File: config.mk
export PLATFORM = sky130hd
export DESIGN_NAME = pipe_stage_skid
export DESIGN_NICKNAME = d
export VERILOG_FILES = /design/src/rtl/pipe_pkg.sv /design/src/rtl/pipe_skid_ctrl.sv /design/src/rtl/pipe_stage_skid.sv
export SDC_FILE = /design/constraint.sdc
export NUM_CORES = 1
export LEC_CHECK = 0
export BUFFER_PORTS_ARGS = -buffer_cell sky130_fd_sc_hd__buf_4
export CAP_MARGIN = 20
export CORE_MARGIN = 4
export CORE_UTILIZATION = 46
export DETAILED_ROUTE_END_ITERATION = 7
export MAX_ROUTING_LAYER = met4
export PLACE_DENSITY = 0.81
export SYNTH_ARGS = -nofsm -noshare
export SYNTH_HDL_FRONTEND = slang
export SYNTH_SLANG_ARGS = --single-unit
File: constraint.sdc
create_clock -name CLK -period 1.85 [get_ports CLK]
set_clock_uncertainty 0.15 [all_clocks]
set_input_delay 0.185 -clock CLK [delete_from_list [all_inputs] [get_ports CLK]]
set_output_delay 0.185 -clock CLK [all_outputs]
set_load 0.05 [all_outputs]
File: src/rtl/pipe_pkg.sv
// Shared types and default widths for the skid-buffered pipeline stage.
package pipe_pkg;

   localparam int unsigned PIPE_DATA_W = 32;
   localparam int unsigned PIPE_CTRL_W = 12;

   typedef enum logic [1:0] {
      EMPTY = 2'd0,
      BUSY  = 2'd1,
      FULL  = 2'd2
   } pipe_state_t;

   // Number of entries held in a given state.
   function automatic logic [1:0] state_occupancy(input pipe_state_t s);
      logic [1:0] occ;
      case (s)
         BUSY:    occ = 2'd1;
         FULL:    occ = 2'd2;
         default: occ = 2'd0;
      endcase
      return occ;
   endfunction

endpackage

File: src/rtl/pipe_skid_ctrl.sv
// Control FSM for pipe_stage_skid: state, in_ready, out_valid, occupancy and the
// register load enables for the main/skid registers held by the parent.
// PIPE_STAGE_SKID_EN selects the 2-entry variant with a registered in_ready;
// without it the stage is a single register with a combinational in_ready.
module pipe_skid_ctrl
   import pipe_pkg::*;
(
   input  logic       CLK,
   input  logic       RST,
   input  logic       i_flush,
   input  logic       i_in_valid,
   input  logic       i_out_ready,
   output logic       o_in_ready,
   output logic       o_out_valid,
   output logic [1:0] o_occupancy,
   output logic       o_ld_main,
   output logic       o_sel_skid,
   output logic       o_ld_skid,
   output logic       o_kill
);

   pipe_state_t r_state;
   pipe_state_t w_state_d;
   logic        r_out_valid;
   logic [1:0]  r_occupancy;
   logic        w_in_ready;
   logic        w_in_xfer;
   logic        w_out_xfer;

`ifdef PIPE_STAGE_SKID_EN
   logic r_in_ready;
   assign w_in_ready = r_in_ready;
`else
   // Single register: a slot frees up in the same cycle the consumer takes it.
   assign w_in_ready = !r_out_valid || i_out_ready;
`endif

   assign w_in_xfer  = i_in_valid && w_in_ready;
   assign w_out_xfer = r_out_valid && i_out_ready;

   // Next state and register load enables; flush overrides every transfer.
   always_comb begin
      w_state_d  = r_state;
      o_ld_main  = 1'b0;
      o_sel_skid = 1'b0;
      o_ld_skid  = 1'b0;
      o_kill     = 1'b0;
      unique case (r_state)
         EMPTY: begin
            if (w_in_xfer) begin
               w_state_d = BUSY;
               o_ld_main = 1'b1;
            end
         end
         BUSY: begin
            if (w_in_xfer && w_out_xfer) begin
               o_ld_main = 1'b1;
`ifdef PIPE_STAGE_SKID_EN
            end else if (w_in_xfer) begin
               w_state_d = FULL;
               o_ld_skid = 1'b1;
`endif
            end else if (w_out_xfer) begin
               w_state_d = EMPTY;
            end
         end
`ifdef PIPE_STAGE_SKID_EN
         FULL: begin
            if (w_out_xfer) begin
               w_state_d  = BUSY;
               o_ld_main  = 1'b1;
               o_sel_skid = 1'b1;
            end
         end
`endif
         default: w_state_d = EMPTY;
      endcase
      if (i_flush) begin
         w_state_d  = EMPTY;
         o_ld_main  = 1'b0;
         o_sel_skid = 1'b0;
         o_ld_skid  = 1'b0;
         o_kill     = 1'b1;
      end
   end

   // State register with registered status outputs derived from the next state.
   always_ff @(posedge CLK) begin
      if (RST) begin
         r_state     <= EMPTY;
         r_out_valid <= 1'b0;
         r_occupancy <= 2'd0;
`ifdef PIPE_STAGE_SKID_EN
         r_in_ready  <= 1'b1;
`endif
      end else begin
         r_state     <= w_state_d;
         r_out_valid <= (w_state_d != EMPTY);
         r_occupancy <= state_occupancy(w_state_d);
`ifdef PIPE_STAGE_SKID_EN
         r_in_ready  <= (w_state_d != FULL);
`endif
      end
   end

   assign o_in_ready  = w_in_ready;
   assign o_out_valid = r_out_valid;
   assign o_occupancy = r_occupancy;

endmodule

File: src/rtl/pipe_stage_skid.sv
// Pipeline stage with optional skid register (enable with PIPE_STAGE_SKID_EN).
// Holds payload/control in a main register that always drives out_*; the skid
// register catches one extra entry so in_ready can be registered.
module pipe_stage_skid
   import pipe_pkg::*;
#(
   parameter int unsigned        DATA_W    = PIPE_DATA_W,
   parameter int unsigned        CTRL_W    = PIPE_CTRL_W,
   parameter logic [CTRL_W-1:0]  KILL_MASK = '1
) (
   input  logic              CLK,
   input  logic              RST,
   input  logic              flush,
   input  logic              in_valid,
   output logic              in_ready,
   input  logic [DATA_W-1:0] in_data,
   input  logic [CTRL_W-1:0] in_ctrl,
   output logic              out_valid,
   input  logic              out_ready,
   output logic [DATA_W-1:0] out_data,
   output logic [CTRL_W-1:0] out_ctrl,
   output logic [1:0]        occupancy
);

   logic              w_ld_main;
   logic              w_sel_skid;
   logic              w_ld_skid;
   logic              w_kill;
   logic [DATA_W-1:0] w_src_data;
   logic [CTRL_W-1:0] w_src_ctrl;
   logic [DATA_W-1:0] r_main_data;
   logic [CTRL_W-1:0] r_main_ctrl;

   pipe_skid_ctrl u_ctrl (
      .CLK         (CLK),
      .RST         (RST),
      .i_flush     (flush),
      .i_in_valid  (in_valid),
      .i_out_ready (out_ready),
      .o_in_ready  (in_ready),
      .o_out_valid (out_valid),
      .o_occupancy (occupancy),
      .o_ld_main   (w_ld_main),
      .o_sel_skid  (w_sel_skid),
      .o_ld_skid   (w_ld_skid),
      .o_kill      (w_kill)
   );

`ifdef PIPE_STAGE_SKID_EN
   logic [DATA_W-1:0] r_skid_data;
   logic [CTRL_W-1:0] r_skid_ctrl;

   // Skid register captures the input while the main register is stalled.
   always_ff @(posedge CLK) begin
      if (RST) begin
         r_skid_data <= '0;
         r_skid_ctrl <= '0;
      end else if (w_ld_skid) begin
         r_skid_data <= in_data;
         r_skid_ctrl <= in_ctrl;
      end
   end

   assign w_src_data = w_sel_skid ? r_skid_data : in_data;
   assign w_src_ctrl = w_sel_skid ? r_skid_ctrl : in_ctrl;
`else
   logic w_unused_skid;
   assign w_unused_skid = w_sel_skid ^ w_ld_skid;
   assign w_src_data    = in_data;
   assign w_src_ctrl    = in_ctrl;
`endif

   // Main register; a flush kills the control bits but leaves the payload.
   always_ff @(posedge CLK) begin
      if (RST) begin
         r_main_data <= '0;
         r_main_ctrl <= '0;
      end else if (w_kill) begin
         r_main_ctrl <= r_main_ctrl & ~KILL_MASK;
      end else if (w_ld_main) begin
         r_main_data <= w_src_data;
         r_main_ctrl <= w_src_ctrl;
      end
   end

   assign out_data = r_main_data;
   assign out_ctrl = r_main_ctrl;

endmodule

# Yosys cells after proc, flatten, opt, wreduce, memory -nomap -nowiden
# Index checks and enable logic that the tools add are counted.
# classes
bitwise_logic	1
eq_ne	3
reduce_logical	9
mux	11
# op_table
op	n
$mux 2	4
$pmux 2 s2	2
$eq 2x1->1 const B	2
$mux 1	4
$logic_and 1x1->1	3
$eq 2x2->1 const B	1
$logic_not 2->1	1
$pmux 1 s2	1
$reduce_and 2->1	1
$reduce_bool 2->1	1
$reduce_or 2->1	1
$logic_not 1->1	1
$logic_or 1x1->1	1
$not 1->1	1
# word_totals
ff_bits	49
elab_cells	29

# Logic depth before layout (Yosys ltp)
# Gate-level depths: netlist of the first run.
# depth
depth_word	9
mapped_depth	5
depth_no_buf	3

# Modules after synthesis
# From an unflattened synthesis of the first run, not the netlist that was laid out.
# hier_totals
hier_cells	204
area_unflattened_um2	2105.8
# by_module_without_submodules
module	seq_area_each_um2	n_inst	area_each_um2	cells_per_inst
pipe_stage_skid	880.8	1	1905.6	184
pipe_skid_ctrl	100.1	1	200.2	20

# Least setup slack after synthesis of the first run
# No wires, ideal clock.
# synth_timing
kind	register to register
from	register u_ctrl.r_out_valid (netlist: u_ctrl.o_out_valid)
to	register r_main_ctrl[0] (netlist: out_ctrl[0])
path_buffers	2
setup_slack_ns	-0.072
setup_ns	0.119
path_stages_with_launch	6
t_arrival_ns	1.653
required_ns	1.581
path_cell_list	dfxtp_1 > nand2b_2 > o2111a_1 > buf_6 > buf_8 > mux2i_1
# synth_via
elab_chain_cells	7
elab_cells_between_ends	9
# synth_rtl
item	line	source
start: declaration	pipe_skid_ctrl.sv:24	logic r_out_valid;
start signal: assignment	pipe_skid_ctrl.sv:98	r_out_valid <= (w_state_d != EMPTY);
$logic_not 1->1 *	pipe_skid_ctrl.sv:35	assign w_in_ready = !r_out_valid || i_out_ready;
$logic_or 1x1->1 *	pipe_skid_ctrl.sv:35	
net in_ready	pipe_stage_skid.sv:15	output logic in_ready,
$logic_and 1x1->1 *	pipe_skid_ctrl.sv:38	assign w_in_xfer = i_in_valid && w_in_ready;
$logic_and 1x1->1	pipe_skid_ctrl.sv:56	if (w_in_xfer && w_out_xfer) begin
$mux 1	pipe_skid_ctrl.sv:56	
$pmux 1 s2 *	pipe_skid_ctrl.sv:48	unique case (r_state)
$mux 1 *	pipe_skid_ctrl.sv:78	if (i_flush) begin
end signal: assignment	pipe_stage_skid.sv:79	r_main_ctrl <= r_main_ctrl & ~KILL_MASK;
end signal: assignment	pipe_stage_skid.sv:82	r_main_ctrl <= w_src_ctrl;
end: declaration	pipe_stage_skid.sv:32	logic [CTRL_W-1:0] r_main_ctrl;
# The timed path passes the listed nets; every way through them passes the cells marked *.
# A chain may end at the register's enable or synchronous reset.

# Worst setup path after layout of the first run
# layout_timing
from	register u_ctrl.r_state[1]
to	register r_main_data[3] (netlist: out_data[3])
# layout_via
elab_chain_cells	4
elab_cells_between_ends	5
# layout_rtl
item	line	source
start: declaration	pipe_skid_ctrl.sv:22	pipe_state_t r_state;
start signal: assignment	pipe_skid_ctrl.sv:97	r_state <= w_state_d;
$eq 2x1->1 / $logic_not 2->1 (equally long branches)	pipe_skid_ctrl.sv:48	
$pmux 1 s2 *	pipe_skid_ctrl.sv:48	
$mux 1 *	pipe_skid_ctrl.sv:78	
$reduce_and 2->1 (no line) *	n/a	
end signal: assignment	pipe_stage_skid.sv:81	r_main_data <= w_src_data;
end: declaration	pipe_stage_skid.sv:31	logic [DATA_W-1:0] r_main_data;
# Mark *: on every way between the ends. The rest lies on a longest branch, timed or not.

==> impl_metrics.ini, run 1 <==
[status]
status = finished clean

[route]
drt_pass1_iterations = 5
first_iter_violations = 42
drc_violations_left = 0
route.detailed.vias_per_inst = 4.74
wl_per_instance_um = 12.2
ant_nets = 0
vias = 1729
route.final.wire_length_um = 4470

[cts]
cts.sinks = 49
clk_latency_ps = 290
clock-root-buffer = clkbuf_8
cts.htree.levels = 2
clock_path_buffers = 2
clkTransAtPathRegs_ps = 80
numCtsBuffers = 5
cts_tree = done
cts_setup_buffers = 0

[finish]
drive_above_1_share_pct = 35.1
nFillCells = 354
flow.area_growth_from_synthesis_pct = 45.1
finish.net_count = 362
final_design_area_no_fill_um2 = 3030
antenna-diode-count = 0

[placed_design]
placement.io_buffers = 96
place.detailed.hpwl_um = 3270
dpl_cell_area_um2 = 2830
finalWeightedCongestion = 0.754

[die]
die_outline_area_um2 = 5690
horizontal_extent_of_the_die_um = 75.4
boundaryPins = 97
rows = 24
design.core.area_um2 = 4380
start_util_pct = 47.7
die_height_um = 75.4

[sta]
setup_violations = 0
crit_share_post_route_pct = 79.7
max_freq_mhz = 679
minimum_clock_period_ps = 1470
max_slew_violations = 0
grt_setup_unrepaired = false
final-hold-violation-count = 0
timing.setup.tns_ps = 0

[setup_path]
element_type_at_the_critical_path_start = flip-flop
required_ps = 1920
path_buf_inv = 1
critical_path.top_delay_family = flip-flops
worst_setup_path_end_kind = flip-flop
worst_setup_path_startpoint = u_ctrl.r_state[1]
timing.critical_path.cells = nor2_1 > o2111a_2 > buf_4 > mux2i_1
critical_path.reg2reg.startpoint = u_ctrl.r_state[1]
critPathSlowestCell = dfxtp_1
worstPathArrival_ps = 1540
cp_slowest_stage_delay_ps = 340
r2r_setup_slack_ps = 380
timing_worst_setup_path_type = flip-flop to flip-flop
largest_fanout_of_any_net_on_the_critical_path = 18

[global_routing]
grtUsageTotal_pct = 16.2
grt_first_pass_wirelength_um = 6940
pin_count_of_the_biggest_net_entering_global_routing = 52
initial_antenna_violation_count = 0
grt-ovfl-total = 0
number_of_global_route_vias_before_repair = 1626

[hold_path]
worstHoldStart = in_data[29]
min_path_type = primary input to flip-flop

[pwr]
vdd_ir_drop_max_v = 0.000441
static-leakage-power_nw = 1.30
power_per_cell_area_nw_per_um2 = 695

[synth]
synth-seq-area-share_pct = 46.9
post_synth_num_cell_types = 15
synthesized_area_divided_by_synthesized_cell_count_um2 = 10.1
synthCells = 206
synth.ff_latch_count = 49
mappedNetlistArea_um2 = 2090
synthesis.yosys.warnings = 0

[run]
max_cap_violations = 0
## what timing repair did
action,in CTS,in global routing
resized for setup,0,0
endpoints found under the hold margin,10,2
hold buffers,10,2
## cell families (layout without fill, tap and decap cells)
family                 after synthesis  in the layout  share of synthesized area, %
AND/OR/NAND/NOR                     91             91                          24.2
flip-flops                          49             49                          46.9
multiplexers                        45             45                          21.5
buffers and inverters               15            121                          5.27
AO/OA/AOI/OAI                        5              5                          1.85
other                                1              2                         0.179
## placed cells by master, fill, tap and decap left out, drive strengths merged
| cell type | n |
|---|---|
| a211oi | 3 |
| buf | 101 |
| clkbuf | 7 |
| conb | 2 |
| dfxtp | 49 |
| dlygate4sd3 | 12 |
| inv | 1 |
| mux2i | 45 |
| nand2 | 24 |
| nand2b | 65 |
| nor2 | 2 |
| o2111a | 1 |
| o21ai | 1 |
## final timing paths
| check | to | cells past startpoint |
|---|---|---|
| worst max-delay path | out_data[3] | 4 |
| worst max register to register | out_data[3] | 4 |
| worst min-delay path | out_data[29] | 3 |
| worst min register to register | out_ctrl[9] | 2 |
## metal layers
metal / track usage, % / wire (µm) / part of all wire (%)
met1: 18.3 / 1840 / 41
met4: 2.91 / 8 / 0.18
met3: 5.80 / 397 / 8.9
met5: - / 0 / 0
met2: 27.8 / 2230 / 50
## state kept, by name (all words and copies together) (netlist names)
register / flops
out_data: 32
out_ctrl: 12
u_ctrl.o_occupancy: 2
u_ctrl.r_state: 2
u_ctrl.o_out_valid: 1
## worst reg2reg max path: cells and delay by family, from the launching register on
family,cells,cell delay [ps]
multiplexers,1,220
flip-flops,1,340
buffers and inverters,1,310
AND/OR/NAND/NOR,1,130
AO/OA/AOI/OAI,1,250
## per-stage QoR
step | total power, mW | hold WS (ps) | utilization (%) | std cells | setup WS (ps)
2_1_floorplan | 1.36 | 177 | - | 207 | 184
3_3_place_gp | 1.50 | 292 | 64.5 | 346 | 460
3_5_place_dp | 1.50 | 304 | 64.5 | 346 | 376
4_1_cts | 2.13 | 0.530 | 68.7 | 363 | 355
5_1_grt | 2.20 | 1.06 | 69.2 | 365 | 251
6_report | 2.11 | 6.06 | 69.2 | 365 | 376
## Yosys cell counts
cell,instances,share of area [%]
a211oi_1,3,1.1
o21ai_0,1,0.24
buf_8,4,2.9
o2111a_1,1,0.54
nand2b_2,1,0.42
buf_2,1,0.24
dfxtp_1,49,47
clkbuf_1,8,1.4
nand2_1,24,4.3
nand2b_1,64,19
conb_1,1,0.18
buf_6,1,0.54
inv_1,1,0.18
mux2i_1,45,22
nor2_1,2,0.36
## final cells by class
type / instances / area, µm² / area share [%]
sequential: 49 / 982 / 32.4
inverter: 1 / 3.75 / 0.124
tap: 52 / 65.1 / 2.15
timing repair buffer: 113 / 891 / 29.4
clock buffer: 7 / 86.3 / 2.85
multi-input combinational: 143 / 1000 / 33.1
## where the power goes
group	total [mW]	switching (mW)	internal [mW]
Sequential	1.10	0.0183	1.09
Clock	0.613	0.316	0.297
Combinational	0.389	0.203	0.186
Power figures use the tool's default switching activity.
==> run 2: changes to the inputs <==
--- a/config.mk
+++ b/config.mk
@@ -8,10 +8,10 @@
 export BUFFER_PORTS_ARGS = -buffer_cell sky130_fd_sc_hd__buf_4
 export CAP_MARGIN = 20
 export CORE_MARGIN = 4
-export CORE_UTILIZATION = 46
+export CORE_UTILIZATION = 42
 export DETAILED_ROUTE_END_ITERATION = 7
 export MAX_ROUTING_LAYER = met4
-export PLACE_DENSITY = 0.81
+export PLACE_DENSITY = 0.78
 export SYNTH_ARGS = -nofsm -noshare
 export SYNTH_HDL_FRONTEND = slang
 export SYNTH_SLANG_ARGS = --single-unit
==> constraint.sdc (replaced) <==
create_clock -name CLK -period 1.35 [get_ports CLK]
set_clock_uncertainty 0.15 [all_clocks]
set_input_delay 0.135 -clock CLK [delete_from_list [all_inputs] [get_ports CLK]]
set_output_delay 0.135 -clock CLK [all_outputs]
set_load 0.05 [all_outputs]
==> run 2 against run 1 <==
  * The flow now finishes with violations (setup timing)
  * Clock-buffer cell count unchanged
  * Largest cell class is now non-clock buffers
  * Sequential power is 37% higher
  * Maximum frequency up 5.5%
  * Critical endpoint is now out_ctrl[9]
  * Final cell count rose by 15%
  * Final area is 18% higher
  * Critical path type unchanged
==> impl_metrics.ini, run 2 (synthesized netlist as in run 1, its figures left out) <==
[global_routing]
grt-ovfl-total = 0
initial_antenna_violation_count = 0
grtUsageTotal_pct = 17.8
pin_count_of_the_biggest_net_entering_global_routing = 65
number_of_global_route_vias_before_repair = 1821
grt_first_pass_wirelength_um = 8440

[sta]
timing.setup.tns_ps = -200
final.setup.worst_slack_ps = -47.5
crit_share_post_route_pct = 104
setup_violations = 13
max_freq_mhz = 716
minimum_clock_period_ps = 1400
grt_setup_unrepaired = true
final-hold-violation-count = 0
max_slew_violations = 0

[cts]
clock_path_buffers = 2
clkTransAtPathRegs_ps = 80
clock-root-buffer = clkbuf_8
cts_tree = done
clk_latency_ps = 300
numCtsBuffers = 5
cts.sinks = 49
cts.htree.levels = 2

[route]
ant_nets = 0
vias = 1869
drc_violations_left = 0
drt_pass1_iterations = 4
route.detailed.vias_per_inst = 4.45
wl_per_instance_um = 13.3
route.final.wire_length_um = 5610
first_iter_violations = 63

[finish]
register_area_um2 = 986
fin_cells = 420
multi_input_comb_area_um2 = 1010
most_frequent_standard_cell_in_the_layout_excluding_fill_and_tap_cells = buf_4
largest_register_ff_count = 32
commonest_non_fill_non_tap_cells_in_the_layout = 98 x buf_4, 64 x nand2b_1, 47 x dfxtp_1, 45 x mux2i_1, 44 x dlygate4sd3_1
drive_above_1_share_pct = 33.7
finish.net_count = 401
final_design_area_no_fill_um2 = 3570
nFillCells = 352
antenna-diode-count = 0
flow.area_growth_from_synthesis_pct = 70.7

[run]
max_cap_violations = 0

[placed_design]
place.detailed.hpwl_um = 3280
dpl_cell_area_um2 = 2890
placement.io_buffers = 96
finalWeightedCongestion = 0.694
placedCellCount = 362

[die]
start_util_pct = 43.7
die_outline_area_um2 = 6170
design.core.area_um2 = 4790
horizontal_extent_of_the_die_um = 78.6
die_height_um = 78.6
rows = 25
boundaryPins = 97

[status]
status = complete, but fails checks
failed_checks = setup timing

[pwr]
static-leakage-power_nw = 1.52
vdd_ir_drop_max_v = 0.000622
power_per_cell_area_nw_per_um2 = 908

[setup_path]
largest_fanout_of_any_net_on_the_critical_path = 8
required_ps = 1430
worst_setup_path_end_kind = flip-flop
element_type_at_the_critical_path_start = flip-flop
worstPathArrival_ps = 1470
timing_worst_setup_path_type = flip-flop to flip-flop

[hold_path]
min_path_type = primary input to flip-flop
[run 2: cell types whose count changed in the layout (fill, tap and decap cells not counted)]
cell,delta
dlygate4sd3_1,+32
buf_12,+3
clkbuf_16,+3
buf_4,-2
buf_6,+2
buf_8,+1
bufinv_16,+1
dfxtp_1,-1
dfxtp_4,+1
nand2b_2,-1
nand2b_4,+1
[run 2: layout make-up]
type                       instances  share of cell area (%)
clock buffer                       7                    2.42
clock inverter                     1                   0.842
inverter                           1                   0.105
multi-input combinational        143                    28.3
sequential                        49                    27.6
tap                               67                    2.35
timing repair buffer             152                    38.4
[run 2: through the flow]
stage	total power, mW	hold WS (ps)	setup slack [ps]	util [%]
4_1_cts	3.24	51.3	2.26	71.9
5_1_grt	3.39	123	-87.1	74.6
6_report	3.24	75.4	-47.5	74.6
2_1_floorplan	1.86	127	-124	-
3_3_place_gp	2.06	246	66.3	60.3
3_5_place_dp	2.07	253	11.2	60.3
[run 2: metal layers]
layer  vias to the layer above  routed length, µm  global-route usage, %
li1                        951                  -                      -
met1                       850               2340                   18.9
met2                        63               2810                   31.4
met3                         5                404                   5.16
met4                         0                 51                   6.29
met5                         -                  0                      -
[run 2: report_power, final]
group	leakage [nW]	internal, mW	total, mW	switching [mW]
combinational	1.06	0.349	0.661	0.312
sequential	0.399	1.49	1.51	0.0256
clock	0.0585	0.604	1.07	0.461
total	1.52	2.44	3.24	0.799
[run 2: worst paths after layout]
| path | from | to | slack (ps) | depth (start not counted) |
|---|---|---|---|---|
| worst max-delay path | u_ctrl.o_out_valid | out_ctrl[9] | -50 | 5 |
| worst min-delay path | flush | u_ctrl.o_out_valid | 80 | 4 |
| worst max register to register | u_ctrl.o_out_valid | out_ctrl[9] | -50 | 5 |
| worst min register to register | out_ctrl[0] | out_ctrl[0] | 310 | 2 |
[run 2: what timing repair did]
action                     CTS  global route
hold endpoints to repair    44             0
buffers inserted             0             2
setup endpoints to repair    0            44
hold buffers                44             0
resized for setup            0             4
[run 2: worst max-delay path, cell delays in order (launching register included)]
cell and delay (ps):
dfxtp_4 370, nand2b_4 70, o2111a_2 220, buf_12 150, clkbuf_16 170, mux2i_1 200
